==> src/rtl/sqrt_pipe_hs.sv <==
// rtl/sqrt_pipe_hs.sv - sequential restoring fixed-point square root with valid/ready handshake
//
// Purpose:
//   Computes root = floor(sqrt(rad * 2^FBITS)) and rem = rad * 2^FBITS - root^2
//   one root digit per clock. The operand is captured in IDLE, iterated in CALC
//   and the result is held in DONE until the consumer takes it.
//
// Parameters:
//   WIDTH  - radicand / root / remainder width (default 16)
//   FBITS  - fractional bits of radicand and root (default 8); WIDTH+FBITS even, FBITS < WIDTH
//   SIGNED - 1: rad is two's complement, negative operands return err=1 immediately
//
// Ports:
//   clk        in   clock, rising edge
//   rst        in   synchronous active-high reset
//   in_valid   in   rad/rnd valid
//   in_ready   out  high only in IDLE
//   rad        in   [WIDTH-1:0] radicand
//   rnd        in   1 = round root to nearest (only with SQRT_ROUND_EN), 0 = truncate
//   out_valid  out  high only in DONE
//   out_ready  in   consumer accepts result
//   root       out  [WIDTH-1:0] square root, same fixed-point format as rad
//   rem        out  [WIDTH-1:0] truncation remainder
//   err        out  negative radicand (SIGNED=1 only)
//
// Configuration:
//   SQRT_ROUND_EN - when defined, one extra guard iteration is run and rnd=1
//                   rounds the root to nearest; rem stays the truncation remainder.

module sqrt_pipe_hs #(
    parameter int WIDTH  = 16,
    parameter int FBITS  = 8,
    parameter int SIGNED = 0
) (
    input  logic             clk,
    input  logic             rst,
    input  logic             in_valid,
    output logic             in_ready,
    input  logic [WIDTH-1:0] rad,
    input  logic             rnd,
    output logic             out_valid,
    input  logic             out_ready,
    output logic [WIDTH-1:0] root,
    output logic [WIDTH-1:0] rem,
    output logic             err
);

    localparam int N  = (WIDTH + FBITS) / 2;
    localparam int RW = 2 * N;
`ifdef SQRT_ROUND_EN
    localparam int ITERS = N + 1;
`else
    localparam int ITERS = N;
`endif
    localparam int QW = ITERS;
    // Partial remainder never exceeds 2*q, so N+3 bits cover the shifted
    // accumulator even on the guard iteration.
    localparam int AW = N + 3;
    localparam int CW = $clog2(ITERS + 1);

    typedef enum logic [1:0] {
        S_IDLE = 2'd0,
        S_CALC = 2'd1,
        S_DONE = 2'd2
    } state_t;

    state_t state, state_n;

    logic [CW-1:0]    cnt;
    logic [RW-1:0]    sr;
    logic [AW-1:0]    acc;
    logic [QW-1:0]    q;
    logic [WIDTH-1:0] root_r;
    logic [WIDTH-1:0] rem_r;
    logic             err_r;

    logic             neg;
    logic             last;
    logic [AW-1:0]    acc_sh;
    logic [AW:0]      sub_b;
    logic [AW:0]      trial;
    logic             ge;
    logic [AW-1:0]    acc_nxt;
    logic [QW-1:0]    q_nxt;

    assign neg  = (SIGNED != 0) && rad[WIDTH-1];
    assign last = (cnt == CW'(ITERS - 1));

    // One restoring step: bring down the next two radicand bits, try
    // subtracting {q,01}; keep the difference and shift in 1 if it did not
    // go negative, otherwise keep the shifted accumulator and shift in 0.
    always_comb begin
        acc_sh              = {acc[AW-3:0], sr[RW-1:RW-2]};
        sub_b               = '0;
        sub_b[QW+1:0]       = {q, 2'b01};
        trial               = {1'b0, acc_sh} - sub_b;
        ge                  = ~trial[AW];
        acc_nxt             = ge ? trial[AW-1:0] : acc_sh;
        q_nxt               = {q[QW-2:0], ge};
    end

    always_comb begin
        state_n = state;
        case (state)
            S_IDLE: if (in_valid) state_n = neg ? S_DONE : S_CALC;
            S_CALC: if (last) state_n = S_DONE;
            S_DONE: if (out_ready) state_n = S_IDLE;
            default: state_n = S_IDLE;
        endcase
    end

    always_ff @(posedge clk) begin
        if (rst) state <= S_IDLE;
        else     state <= state_n;
    end

`ifdef SQRT_ROUND_EN
    logic          rnd_r;
    logic [AW-1:0] trem;
`else
    logic unused_rnd;
    assign unused_rnd = rnd;
`endif

    always_ff @(posedge clk) begin
        if (rst) begin
            cnt    <= '0;
            sr     <= '0;
            acc    <= '0;
            q      <= '0;
            root_r <= '0;
            rem_r  <= '0;
            err_r  <= 1'b0;
`ifdef SQRT_ROUND_EN
            rnd_r  <= 1'b0;
            trem   <= '0;
`endif
        end else begin
            case (state)
                S_IDLE: begin
                    if (in_valid) begin
                        cnt <= '0;
                        acc <= '0;
                        q   <= '0;
                        sr  <= RW'(rad) << FBITS;
`ifdef SQRT_ROUND_EN
                        rnd_r <= rnd;
`endif
                        if (neg) begin
                            root_r <= '0;
                            rem_r  <= '0;
                            err_r  <= 1'b1;
                        end else begin
                            err_r  <= 1'b0;
                        end
                    end
                end
                S_CALC: begin
                    cnt <= cnt + 1'b1;
                    sr  <= {sr[RW-3:0], 2'b00};
                    acc <= acc_nxt;
                    q   <= q_nxt;
`ifdef SQRT_ROUND_EN
                    // The remainder after the N-th step is the truncation
                    // remainder; the guard step only decides rounding.
                    if (cnt == CW'(N - 1)) trem <= acc_nxt;
                    if (last) begin
                        rem_r <= WIDTH'(trem);
                        if (rnd_r)
                            root_r <= WIDTH'(q_nxt[QW-1:1]) + WIDTH'(q_nxt[0]);
                        else
                            root_r <= WIDTH'(q_nxt[QW-1:1]);
                    end
`else
                    if (last) begin
                        root_r <= WIDTH'(q_nxt);
                        rem_r  <= WIDTH'(acc_nxt);
                    end
`endif
                end
                default: ;
            endcase
        end
    end

    assign in_ready  = (state == S_IDLE);
    assign out_valid = (state == S_DONE);
    assign root      = root_r;
    assign rem       = rem_r;
    assign err       = err_r;

endmodule

==> config.mk <==
export PLATFORM = sky130hd
export DESIGN_NAME = sqrt_pipe_hs
export DESIGN_NICKNAME = d
export VERILOG_FILES = /design/src/rtl/sqrt_pipe_hs.sv
export SDC_FILE = /design/constraint.sdc
export NUM_CORES = 1
export LEC_CHECK = 0
export BUFFER_PORTS_ARGS = -buffer_cell sky130_fd_sc_hd__buf_2
export CORE_MARGIN = 2
export CORE_UTILIZATION = 45
export DETAILED_ROUTE_END_ITERATION = 8
export GPL_TIMING_DRIVEN = 0
export PLACE_DENSITY_LB_ADDON = 0.15
export SYNTH_ARGS = -nofsm -noshare
export SYNTH_HDL_FRONTEND = slang
export SYNTH_SLANG_ARGS = --single-unit
export TNS_END_PERCENT = 100
==> constraint.sdc <==
create_clock -name clk -period 4.1 [get_ports clk]
set_input_delay 0.41 -clock clk [delete_from_list [all_inputs] [get_ports clk]]
set_output_delay 0.41 -clock clk [all_outputs]
set_load 0.005 [all_outputs]
==> reports/qor.yml, run 1 <==
synthAdderAreaFrac_pct: 4.77
core_um2: 7810
numCtsBuffers: 9
ys_ff_latch: 74
crit_type: "reg2reg"
switching_share_pct: 44.5
rows: 32
clk_pin_slew_ns: 0.09
grt_pass1_vias: 3088
p_per_area_nw_per_um2: 832
vias_per_cell: 5.38
yosysSeqAreaShare_pct: 40.3
vdd_drop_max_uv: 907
synth-async-reset-ratio_pct: 0
status: "finished, final reports clean"
synth_edf_count: 0
final_cell_area_um2: 4250
fin_nets: 543
p_switching_mw: 1.57
synth_compound_area_share_pct: 27.4
cts_tree: "built"
postRouteWirelength_um: 9220
dr.pass1.iters: 4
synth_top_family_by_area: "compound AO/OA/AOI/OAI gates"
clkSinkCount: 74
avgSynthCellArea_um2: 8.24
post-cts-setup-buffers: 0
synthXorXnorAreaFrac_pct: 2.86
finalHoldViolations: 0
cap_viol_max_count: 0
die-area_um2: 8900
yosys-top-cells-count: "dfxtp_1 (74), nand2_1 (53), a21oi_1 (47), nor2_1 (44), o21ai_0 (29)"
grt-ovfl-total: 0
p_leak_nw: 1.81
synth_top_area_share_pct: 40.3
insertedDiodeCount: 0
initial_core_util_pct: 47.1
drv_slew: 0
rr_worst_depth: 8
clkPwrFrac_pct: 16.3
ant_nets: 0
first_iter_violations: 205
setup_violations: 0
slew_headroom_pct: 52.6
yosys.area_share.simple_pct: 16.7
hold_class: "in2reg"
cts_hold_buf: 0
synthMuxAreaShare_pct: 0.817
fin_crit_ns: 2.52
cts-root-buf: "clkbuf_8"
startpoint_type: "flop"
ys_types: 51
yosys.area.top_type: "dfxtp_1"
ioPinCount: 56
cts_max_level: 3
drive_gt1_share_pct: 19.3
endpoint: "acc[11]"
timing.fmax_mhz: 397
track_usage_pct: 21.9
p_int_mw: 1.96
finClkSkew_ns: 0.0174
syn_inst: 446
dpl_cell_area_um2: 4050
gp_congestion: 0.918
drc: 0
critPathMaxFanout: 5
die_h_um: 94.4
fin_crit_sh_pct: 61.4
grt_pass1_wl_um: 15100
tns_ns: 0
pwr-share-comb_pct: 59.2
die_x_um: 94.4
min_path_cells: 3
rsz0062_at_grt: "false"
clkLatencyLatePin_ns: 0.35
area_growth_pct: 15.7
cts_resized: 0
wire_per_inst_um: 15.0
reg2reg_to: "acc[11]"
port_buffers: 46
vias: 3309
yosysMostFrequentCell: "dfxtp_1"
dp_hpwl_um: 6900
worst-r2r-setup-slack_ns: 1.58
critPathCaptureType: "flop"
worstPathArrival_ns: 2.72
pwr-share-seq_pct: 24.5
synth_area_um2: 3670
worstReg2RegStart: "q[4]"
worstMarginPinSlew_ns: 0.702
grt_max_degree: 14
ys.flop_type: "dfxtp_1"
antenna_found_initial: 0
cts_buffer_depth: 2
critPathLaunch: "q[4]"
synth_area_leaders: "dfxtp_1 (40%), a21oi_1 (6.4%), nand2_1 (5.4%)"
ys_warn_count: 0
crit_required_ns: 4.30
final cells by class:
cell class              instances  area, µm²
fillers                       735       3550
multi-input cells             319       1950
flip-flops and latches         74       1480
repair buffers                 46        230
plain buffers                  39        188
clock buffers                  10        138
well taps                     102        128
inverters                      19       71.3
clock inverters                 6       63.8
cell usage in the layout (no fill, tap or decap), types with 2 or more instances in the layout:
| master | count |
|---|---|
| a21o_1 | 7 |
| o211ai_2 | 2 |
| xnor2_1 | 8 |
| nor3_1 | 4 |
| nor3b_1 | 2 |
| a32oi_1 | 3 |
| o21ai_1 | 2 |
| buf_2 | 51 |
| buf_1 | 3 |
| o21a_1 | 2 |
| and2_1 | 3 |
| a31oi_1 | 3 |
| o31ai_1 | 2 |
| clkbuf_1 | 22 |
| o21ai_0 | 29 |
| nand2_1 | 53 |
| clkinv_2 | 2 |
| ha_1 | 14 |
| a31o_2 | 2 |
| buf_4 | 7 |
| a21oi_1 | 47 |
| nor2_1 | 44 |
| a22oi_1 | 14 |
| xor2_1 | 4 |
| a41oi_1 | 3 |
| clkinvlp_4 | 2 |
| dfxtp_1 | 74 |
| o221a_2 | 14 |
| nand2b_1 | 5 |
| inv_1 | 19 |
| o211ai_1 | 2 |
| and3_1 | 2 |
| conb_1 | 6 |
| mux2i_1 | 3 |
| nor2b_1 | 16 |
| a211oi_1 | 3 |
| nand3_1 | 6 |
| clkbuf_8 | 10 |
metrics by stage:
step	worst slack, ns	hold slack, ns	power (mW)	cells	utilization [%]
2_1_floorplan	1.96	0.448	2.49	451	-
3_3_place_gp	1.61	0.444	2.92	599	51.9
3_5_place_dp	1.63	0.447	2.94	599	51.9
4_1_cts	1.59	0.321	3.52	615	54.5
5_1_grt	1.26	0.353	3.81	615	54.5
6_report	1.58	0.333	3.54	615	54.5
registers in the layout (all words and copies together) (netlist names):
| signal | flops |
|---|---|
| state | 2 |
| cnt | 4 |
| sr | 16 |
| q | 12 |
| acc | 13 |
| root | 12 |
| rem | 15 |
worst max-delay path, stage by stage, from the launching register on:
cell and delay (ns):
dfxtp_1 0.38, inv_1 0.07, ha_1 0.34, a21oi_1 0.30, o211ai_2 0.17, nand2_1 0.19
o21ai_0 0.12, o311ai_0 0.62, o21ai_0 0.18
per-layer routing:
| layer | part of all wire, % | GRT usage (%) |
|---|---|---|
| met3 | 4.3 | 4.47 |
| met1 | 47 | 29.0 |
| met2 | 47 | 36.4 |
| met4 | 1.4 | 6.16 |
| met5 | 0 | 0 |
power by group through the flow:
stage	clock [mW]	combinational, mW	sequential, mW
2_1_floorplan	0	1.64	0.856
3_3_place_gp	0	2.04	0.880
3_5_place_dp	0	2.05	0.881
4_1_cts	0.587	2.07	0.865
5_1_grt	0.622	2.31	0.877
6_report	0.576	2.09	0.867
how the worst min path moves through the flow:
stage,start,endpoint
floorplan,acc[9],acc[9]
global placement,root[11],root[11]
detailed placement,root[4],root[4]
CTS,rad[0],sr[8]
global route,rad[0],sr[8]
finish,rad[0],sr[8]
cells by family (layout without fill, tap and decap cells):
logic type	Yosys count	count (layout)
xor+xnor	12	12
flops	74	74
compound gates	146	146
fa+ha+maj	14	14
other cells	1	6
mux	3	3
buf+inv	58	120
simple gates	138	138
Power figures use the tool's default switching activity.
==> inputs of run 2 (changes only) <==
- clock period: 4.1 -> 2.05 ns (I/O delays scaled with it)
==> run 2 against run 1 <==
The flow now finishes with violations (negative setup slack). Via count grew 7.7%. Design area is 16% higher. Clock power grew 120%. Combinational power increased to 3.8 times the previous value. Critical endpoint is now rem[0].
==> reports/qor.yml, run 2 (synthesis results as in run 1) <==
cts-root-buf: "clkbuf_8"
violations: "negative setup slack"
pwr-share-seq_pct: 16.6  # -7.9 points
slew_headroom_pct: 60.2  # +7.5 points
path_cells: "inv_2 -> ha_4 -> o211ai_1 -> o211ai_2 -> nand2_2 -> o21a_4 -> buf_6 -> xnor2_2 -> nor3_1 -> a31o_2"
fin_crit_ns: 2.19  # -0.331 ns
max_stage_delay_ns: 0.35  # -0.27 ns
setup_ws_ns: -0.137  # -1.72 ns
cts_buffer_depth: 2  # unchanged
cap_viol_max_count: 0  # unchanged
die-area_um2: 8900  # unchanged
startpoint_type: "flop"
largest_register_ffs: 16  # unchanged
ioPinCount: 56  # unchanged
gp_congestion: 0.918  # about the same
clkLatencyLatePin_ns: 0.35  # about the same
critPathCaptureType: "flop"
fin_crit_sh_pct: 107  # +45 points
critPathMaxFanout: 4  # -1
vias: 3565  # +7.7%
clkSinkCount: 74  # unchanged
vias_per_cell: 5.56  # +3.4%
n_fill_cell: 665  # -9.5%
setup_violations: 19  # +19
timing.fmax_mhz: 457  # +15%
first_iter_violations: 183  # -11%
dp_hpwl_um: 6880  # -0.28%
hold_class: "in2reg"
crit_required_ns: 2.30  # -2.00 ns
rsz0062_at_grt: "true"
switching_share_pct: 42.0  # -2.5 points
postRouteWirelength_um: 10400  # +13%
finClkSkew_ns: 0.00887  # -0.00849 ns
grt_pass1_vias: 3271  # +5.9%
status: "finished with violations"
stdcell_count: 641  # +4.2%
p_switching_mw: 4.60  # +190%
drive_gt1_share_pct: 38.2  # +19 points
ant_nets: 0  # unchanged
rows: 32  # unchanged
multi_input_area_um2: 2310  # +18%
drc: 0  # unchanged
p_leak_nw: 2.07  # +14%
die_h_um: 94.4  # unchanged
insertedDiodeCount: 0  # unchanged
numCtsBuffers: 9  # unchanged
power_mw: 11.0  # +210%
initial_core_util_pct: 47.1  # unchanged
final_cell_mix: "dfxtp_1 (55), buf_2 (50), nand2_1 (49)"
pwr-share-comb_pct: 72.0  # +13 points
dp_cells: 599  # unchanged
worstPathArrival_ns: 2.44  # -0.28 ns
area_growth_pct: 34.3
track_usage_pct: 22.9  # +1.0 points
layout_commonest_cell: "dfxtp_1"
die_x_um: 94.4  # unchanged
grt-ovfl-total: 0  # unchanged
finalHoldViolations: 0  # unchanged
cts_tree: "built"
clkPwrFrac_pct: 11.4  # -4.9 points
vdd_drop_max_uv: 1930  # +110%
regArea_um2: 1510  # +1.8%
dr.pass1.iters: 4  # unchanged
p_per_area_nw_per_um2: 2220  # +170%
clk_pin_slew_ns: 0.08  # about the same
hold_slack_ns: 0.106  # -0.227 ns
grt_max_degree: 13  # -1
core_um2: 7810  # unchanged
cts_max_level: 3  # unchanged
top_register: "sr"
grt_pass1_wl_um: 15800  # +4.1%
cts_hold_buf: 0  # unchanged
slowest_stage: "dfxtp_2"
port_buffers: 46  # unchanged
worstMarginPinSlew_ns: 0.597  # -0.104 ns
drv_slew: 0  # unchanged
p_int_mw: 6.35  # +220%
antenna_found_initial: 0  # unchanged
wire_per_inst_um: 16.3  # +8.8%
crit_type: "reg2reg"
fin_nets: 570  # +5.0%
## run 2: cell count changes in the layout (fill, tap and decap cells not counted), sizes merged
cell      delta
buf         +27
inv          -1
bufinv       +1
clkinvlp     -2
clkinv       +1
## run 2: final timing paths
| path | cells after the start | slack (ns) | to | start |
|---|---|---|---|---|
| min reg2reg | 2 | 0.45 | root[2] | root[2] |
| max reg2reg | 10 | -0.14 | rem[0] | q[1] |
| max | 10 | -0.14 | rem[0] | q[1] |
| min | 3 | 0.11 | state[1] | out_ready |
## run 2: area by class of cell
| cell class | instances | area share, % |
|---|---|---|
| well taps | 102 | 2.59 |
| plain buffers | 36 | 3.98 |
| clock buffers | 10 | 2.79 |
| inverters | 19 | 1.45 |
| repair buffers | 76 | 10.3 |
| flip-flops and latches | 74 | 30.6 |
| multi-input cells | 319 | 46.8 |
| clock inverters | 5 | 1.60 |
## run 2: repair_timing
item | in CTS | in global routing
pin swaps | 17 | 26
endpoints found under the setup margin | 28 | 45
gates resized for setup | 45 | 74
setup buffers | 18 | 10
gates cloned | 0 | 2
## run 2: metrics by stage
| stage | worst slack, ns | util (%) | cell area (µm²) | TNS [ns] |
|---|---|---|---|---|
| 2_1_floorplan | 0.00577 | - | 3760 | 0 |
| 3_3_place_gp | -0.467 | 52.7 | 4120 | -4.05 |
| 3_5_place_dp | -0.491 | 52.7 | 4120 | -5.00 |
| 4_1_cts | -0.0889 | 59.1 | 4610 | -0.103 |
| 5_1_grt | -0.240 | 63.2 | 4930 | -3.64 |
| 6_report | -0.137 | 63.2 | 4930 | -1.05 |
## run 2: per-layer routing
metal  wire length, µm  GRT usage, %  part of all wire [%]  vias to the layer above
met1              4600          29.0                    44                     1690
met2              4990          37.1                    48                      109
met4               318          12.2                   3.0                        0
met5                 0             0                     0                        -
li1                  -             -                     -                     1737
met3               541          4.23                   5.2                       29
## run 2: critical path, delay by kind of cell (launching register included)
kind	cells	cell delay, ns
AO/OA/AOI/OAI	4	0.91
adder cells (fa/ha/maj)	1	0.28
XOR/XNOR	1	0.16
buffers and inverters	2	0.17
flip-flops	1	0.35
AND/OR/NAND/NOR	2	0.21
## run 2: power by group through the flow
| stage | Combinational [mW] | Sequential, mW | Clock, mW |
|---|---|---|---|
| after floorplan | 3.35 | 1.73 | 0 |
| after global routing | 8.30 | 1.84 | 1.33 |
| after detailed placement | 4.21 | 1.78 | 0 |
| after global placement | 4.16 | 1.78 | 0 |
| final | 7.89 | 1.82 | 1.25 |
| after CTS | 5.34 | 1.78 | 1.26 |
